**config.mk**
```make
export PLATFORM = sky130hd
export DESIGN_NAME = motor_step_accumulator
export DESIGN_NICKNAME = d
export VERILOG_FILES = /design/src/rtl/motor_step_accumulator.sv
export SDC_FILE = /design/constraint.sdc
export NUM_CORES = 1
export LEC_CHECK = 0
export CAP_MARGIN = 20
export CORE_ASPECT_RATIO = 1.1
export CORE_UTILIZATION = 45
export DETAILED_ROUTE_END_ITERATION = 10
export GPL_ROUTABILITY_DRIVEN = 0
export PLACE_DENSITY = 0.83
export SYNTH_ARGS = -nofsm -noshare
export SYNTH_HDL_FRONTEND = slang
export SYNTH_SLANG_ARGS = --single-unit
export TNS_END_PERCENT = 10
```
**constraint.sdc**
```tcl
create_clock -name clk -period 2.66 [get_ports clk]
set_clock_uncertainty 0.15 [all_clocks]
set_input_delay 0.532 -clock clk [delete_from_list [all_inputs] [get_ports clk]]
set_output_delay 0.532 -clock clk [all_outputs]
set_load 0.005 [all_outputs]
```
**src/rtl/motor_step_accumulator.sv**
```systemverilog
// motor_step_accumulator
//   Saturating up/down position counter that moves once per qualified tick.
//   The direction comes from the sign of a signed motor-speed word. In unit
//   mode the count moves by one; in proportional mode it moves by the speed
//   magnitude shifted right, with a minimum of one. A deadband suppresses
//   movement for small speeds, a synchronous load has priority over a tick,
//   and the count saturates at CNT_MIN / CNT_MAX without wrapping.
//
// Ports:
//   clk         system clock, all state on the rising edge
//   resetn      asynchronous active-low reset
//   tickIn      asynchronous update request; one update per rising edge
//   validIn     update qualifier; an update is ignored when low
//   motorSpeed  signed speed (sign = direction, magnitude used in mode 1)
//   mode        0 = unit step, 1 = proportional step
//   load        synchronous load request (priority over a tick)
//   loadValue   value to load, clamped into [CNT_MIN, CNT_MAX]
//   count       position count (registered)
//   atMin       count == CNT_MIN
//   atMax       count == CNT_MAX
//   stepDone    one-cycle pulse when a tick update is applied
module motor_step_accumulator #(
  parameter int WIDTH      = 8,
  parameter int SPEED_W    = 8,
  parameter int CNT_MIN    = 0,
  parameter int CNT_MAX    = 255,
  parameter int RESET_VAL  = 0,
  parameter int DEADBAND   = 0,
  parameter int STEP_SHIFT = 4
) (
  input  logic               clk,
  input  logic               resetn,
  input  logic               tickIn,
  input  logic               validIn,
  input  logic [SPEED_W-1:0] motorSpeed,
  input  logic               mode,
  input  logic               load,
  input  logic [WIDTH-1:0]   loadValue,
  output logic [WIDTH-1:0]   count,
  output logic               atMin,
  output logic               atMax,
  output logic               stepDone
);

  // Signed working width for sum/difference: wide enough that neither the
  // count nor the largest step can overflow before clamping.
  localparam int SUM_W = ((WIDTH > SPEED_W) ? WIDTH : SPEED_W) + 2;

  localparam logic [WIDTH-1:0]        MIN_V = WIDTH'(CNT_MIN);
  localparam logic [WIDTH-1:0]        MAX_V = WIDTH'(CNT_MAX);
  localparam logic [WIDTH-1:0]        RST_V = WIDTH'(RESET_VAL);
  localparam logic signed [SUM_W-1:0] MIN_S = SUM_W'(CNT_MIN);
  localparam logic signed [SUM_W-1:0] MAX_S = SUM_W'(CNT_MAX);
  localparam logic [SPEED_W:0]        DB_V  = (SPEED_W + 1)'(DEADBAND);
  localparam logic [SPEED_W:0]        ONE_V = (SPEED_W + 1)'(1);

  logic                      sync1_r, sync2_r, edge_r;
  logic                      tick_pulse_s;
  logic [WIDTH-1:0]          count_r, count_nxt_s;
  logic                      step_done_r, step_done_nxt_s;
  logic [SPEED_W:0]          speed_ext_s, mag_s, shifted_s, step_s;
  logic signed [SUM_W-1:0]   count_ext_s, step_ext_s, load_ext_s;
  logic signed [SUM_W-1:0]   up_s, dn_s;
  logic [WIDTH-1:0]          up_clamp_s, dn_clamp_s, load_clamp_s;

  // Two-flop synchroniser plus edge register for the asynchronous tick.
  always_ff @(posedge clk or negedge resetn) begin
    if (!resetn) begin
      sync1_r <= 1'b0;
      sync2_r <= 1'b0;
      edge_r  <= 1'b0;
    end else begin
      sync1_r <= tickIn;
      sync2_r <= sync1_r;
      edge_r  <= sync2_r;
    end
  end

  // High for exactly one cycle per 0->1 transition of the synchronised tick.
  assign tick_pulse_s = sync2_r & ~edge_r;

  // Speed magnitude, step size and clamped candidate results.
  always_comb begin
    // One extra bit so the most negative speed has a representable magnitude.
    speed_ext_s = {motorSpeed[SPEED_W-1], motorSpeed};
    if (speed_ext_s[SPEED_W]) begin
      mag_s = ~speed_ext_s + ONE_V;
    end else begin
      mag_s = speed_ext_s;
    end

    shifted_s = mag_s >> STEP_SHIFT;
    if (!mode) begin
      step_s = ONE_V;
    end else if (shifted_s == {(SPEED_W + 1){1'b0}}) begin
      step_s = ONE_V;
    end else begin
      step_s = shifted_s;
    end

    count_ext_s = $signed({{(SUM_W - WIDTH){1'b0}}, count_r});
    step_ext_s  = $signed({{(SUM_W - SPEED_W - 1){1'b0}}, step_s});
    load_ext_s  = $signed({{(SUM_W - WIDTH){1'b0}}, loadValue});
    up_s        = count_ext_s + step_ext_s;
    dn_s        = count_ext_s - step_ext_s;

    if (up_s > MAX_S) begin
      up_clamp_s = MAX_V;
    end else begin
      up_clamp_s = up_s[WIDTH-1:0];
    end

    if (dn_s < MIN_S) begin
      dn_clamp_s = MIN_V;
    end else begin
      dn_clamp_s = dn_s[WIDTH-1:0];
    end

    if (load_ext_s < MIN_S) begin
      load_clamp_s = MIN_V;
    end else if (load_ext_s > MAX_S) begin
      load_clamp_s = MAX_V;
    end else begin
      load_clamp_s = loadValue;
    end
  end

  // Next count / stepDone: load wins over a coincident tick, which is dropped.
  always_comb begin
    count_nxt_s     = count_r;
    step_done_nxt_s = 1'b0;
    if (load) begin
      count_nxt_s     = load_clamp_s;
      step_done_nxt_s = 1'b0;
    end else if (tick_pulse_s) begin
      if (!validIn) begin
        count_nxt_s     = count_r;
        step_done_nxt_s = 1'b0;
      end else if (mag_s <= DB_V) begin
        // Inside the deadband: the update is applied as a zero move.
        count_nxt_s     = count_r;
        step_done_nxt_s = 1'b1;
      end else if (motorSpeed[SPEED_W-1]) begin
        count_nxt_s     = dn_clamp_s;
        step_done_nxt_s = 1'b1;
      end else begin
        count_nxt_s     = up_clamp_s;
        step_done_nxt_s = 1'b1;
      end
    end else begin
      count_nxt_s     = count_r;
      step_done_nxt_s = 1'b0;
    end
  end

  // Count and stepDone state registers.
  always_ff @(posedge clk or negedge resetn) begin
    if (!resetn) begin
      count_r     <= RST_V;
      step_done_r <= 1'b0;
    end else begin
      count_r     <= count_nxt_s;
      step_done_r <= step_done_nxt_s;
    end
  end

  assign count    = count_r;
  assign stepDone = step_done_r;
  assign atMin    = (count_r == MIN_V);
  assign atMax    = (count_r == MAX_V);

endmodule

```
==> results of run 1 <==
report_power, final:
| part | internal, uW | total [uW] | switching [uW] |
|---|---|---|---|
| Clock | 83.2 | 144 | 61.1 |
| Combinational | 327 | 614 | 288 |
| Sequential | 207 | 259 | 51.7 |
metal layers:
metal,up-vias,part of all wire
met5,-,0
met4,0,0.013
met3,13,0.043
met2,57,0.52
met1,793,0.43
li1,782,-
what timing repair did:
action	4_1_cts	5_1_grt
hold buffers	0	0
setup buffers	3	0
resized for setup	43	8
pin swaps	13	7
hold endpoints to repair	0	0
endpoints found under the setup margin	8	9
layout by cell type (no fill, tap or decap), drive strengths merged, types with 2 or more instances in the layout:
cell type	netlist	final
conb	2	2
fa	2	2
buf	0	43
or4	2	2
o21a	3	3
and4	2	2
o21bai	2	2
dfrtp	12	12
o31ai	5	5
and3	5	5
nor2b	3	3
a211oi	4	4
mux2i	2	2
o22ai	4	4
nand3	5	5
nor2	12	12
nor3	3	3
nor4	2	2
nand2	14	14
inv	14	14
dlygate4sd2	0	3
ha	11	11
clkbuf	8	4
or2	2	2
and3b	2	2
o41ai	3	3
clkdlybuf4s15	0	2
xor2	4	4
a21o	2	2
a21oi	10	10
clkdlybuf4s50	0	25
nand2b	6	6
o21ai	9	9
o31a	2	2
xnor2	3	3
logic make-up after synthesis:
family	Yosys count	synth area share
other	2	0.00521
buffers and inverters	22	0.0573
and+or+nand+nor	62	0.247
DFF	12	0.208
AOI/OAI and AO/OA	56	0.302
adders and majority gates	13	0.123
muxes	2	0.0139
xor gates and xnor gates	7	0.0425
registers in the layout, indices dropped and copies added (netlist names):
name / count
stepDone: 1
edge_r: 1
sync2_r: 1
count: 8
sync1_r: 1
layout make-up:
type	instances	area, sq um	area share
timing repair buffer	73	632	0.271
sequential	12	302	0.129
tap	34	42.5	0.0182
multi-input combinational	142	1250	0.535
clock buffer	4	36.3	0.0155
inverter	14	72.6	0.0311
per-stage QoR:
stage / std cells / area, sq um / setup slack (ns) / hold slack (ns) / total power [uW]
final: 279 / 2330 / -0.541 / 0.221 / 1020
after global placement: 272 / 2140 / -1.36 / 0.191 / 773
after floorplan: 176 / 1530 / -0.652 / 0.0864 / 561
after global routing: 279 / 2330 / -0.607 / 0.236 / 1080
after detailed placement: 272 / 2140 / -1.43 / 0.200 / 786
after CTS: 279 / 2310 / -0.489 / 0.225 / 980
critical path: stages:
cell	delay, ns
buf_8	0.11
inv_12	0.04
ha_4	0.12
or3b_4	0.41
and4_4	0.21
a211oi_4	0.17
nand4b_1	0.17
ha_2	0.22
fa_2	0.39
nand2b_4	0.10
a21oi_2	0.08
a211oi_2	0.21
a211oi_2	0.10
a311oi_1	0.23
o31ai_1	0.09
worst max-delay path by stage:
stage          endpoint  cells after the start  slack (ns)
2_1_floorplan  count[3]                     14       -0.65
3_3_place_gp   count[3]                     14       -1.36
3_5_place_dp   count[3]                     14       -1.43
4_1_cts        count[4]                     15       -0.49
5_1_grt        count[4]                     15       -0.61
6_report       count[4]                     15       -0.54
==> summary.md, run 1 <==
| Metric | Value |
|---|---|
| Status | `complete, but fails checks` |
| Failing checks | `setup timing` |
| Final setup viols | `8` |
| Fmax | `312 MHz` |
| Initial antenna violation count | `0` |
| Overflow after GRT | `0` |
| Fill count | `198` |
| Ant diodes | `0` |
| Remaining DRCs | `0` |
| Worst Hold Depth | `0` |
| Met1 usage | `0.349` |
| H-tree levels | `1` |
| Synth area leader | `dfrtp_1` |
| Synth top area cells | `dfrtp_1 (21%), ha_1 (9.5%), inv_1 (3.6%)` |
| Yosys warnings | `0` |
| Gr busiest metal | `met2` |
| P&R area growth vs syn | `61.9%` |
| Syn avg cell area | `8.19 sq um` |
| FP Rows | `21` |
| Clock sinks | `12` |
| WL final | `4690 um` |
| Relative slew slack | `0.637` |
| Clock Latency Late Sink | `0.28 ns` |
| WS Path Type | `in -> reg` |
| Max Slew Vio Count | `0` |
| Met2 Use GR | `0.522` |
| CP startpoint | `motorSpeed[1]` |
| Number of routed nets with antenna violations | `0` |
| Worst-path clk slew | `0.08 ns` |
| Worst Setup End Kind | `register` |
| Initial DRC count | `79` |
| Final worst path period need | `3.20 ns` |
| Max-cap viol count | `0` |
| Post-synth top cells | `inv_1 (14), nand2_1 (14), dfrtp_1 (12), nor2_1 (12), ha_1 (11)` |
| Synth Flop Type | `dfrtp_1` |
| Pwr dens | `436 nW/um^2` |
| CORE AREA | `3050 sq um` |
| Clock root cell | `clkbuf_4` |
| Finished Core Util | `0.766` |
| Initial core utilization | `0.473` |
| Fin Setup TNS | `-3.89 ns` |
| Mapped Nets | `211` |
| Die Wd | `56.0 um` |
| WP data arrival | `3.22 ns` |
| Flop and latch count out of synthesis | `12` |
| First-pass GRT wire length | `7490 um` |
| Die span in y | `61.4 um` |
| Mapped Cells | `176` |
| RR Endpoint | `count[5]` |
| Top-area cell type share of the netlist area | `0.208` |
| Via-to-Cell Ratio | `5.90` |
| Dpl hpwl | `3380 um` |
| Layout cells sized above 1 | `0.371` |
| Final Hold Viols | `0` |
| GR Layer Usage met3 | `0.0210` |
| R2r setup slk | `0.27 ns` |
| Worst path required time | `2.68 ns` |
| Final WS setup | `-0.541 ns` |
| Detailed Routing Iterations Pass 1 | `4` |
| Io pins | `33` |
| Largest net degree at the start of global routing | `13` |
| Final nets | `281` |
| Total CTS buffers | `3` |
| CTS tree | `yes` |
| Hold Path Class | `reg -> reg` |
| Worst-margin pin slew | `0.544 ns` |
| Seq/Total Area, Yosys | `0.208` |
| Crit Path Max Fanout | `4` |
| Vias in the first global route | `1,622` |
| Hold Path End | `sync2_r` |
| Clock Path Buffers | `2` |
| Synthesized area | `1440 sq um` |
| Async set-reset flop share out of synthesis | `1.00` |
| Worst reg2reg startpoint | `count[1]` |
| Port bufs | `32` |
| Hold_sp | `sync1_r` |
| Leakage | `0.00106 uW` |
| RSZ-0062 raised after global routing | `yes` |
| Worst setup SP type | `input port` |
| VDD IR max | `0.000383 V` |
| Cell variety after synth | `56` |
| Final period util | `1.20` |
| Global-route usage over all layers | `0.278` |
| Total number of vias | `1,645` |
| Die area | `3430 sq um` |
| Worst Reg2Reg Path Length in Cells | `7` |
| DR WL/cell | `16.8 um` |
| Post-synth EDFFs | `0` |
Note: power is estimated with default switching activity, not from simulation.
==> run 2: changes to the inputs <==
--- a/config.mk
+++ b/config.mk
@@ -5,7 +5,6 @@
 export SDC_FILE = /design/constraint.sdc
 export NUM_CORES = 1
 export LEC_CHECK = 0
-export CAP_MARGIN = 20
 export CORE_ASPECT_RATIO = 1.1
 export CORE_UTILIZATION = 45
 export DETAILED_ROUTE_END_ITERATION = 10
==> results of run 2 <==
The final DEF is identical to that of run 1; final timing and power are the same.
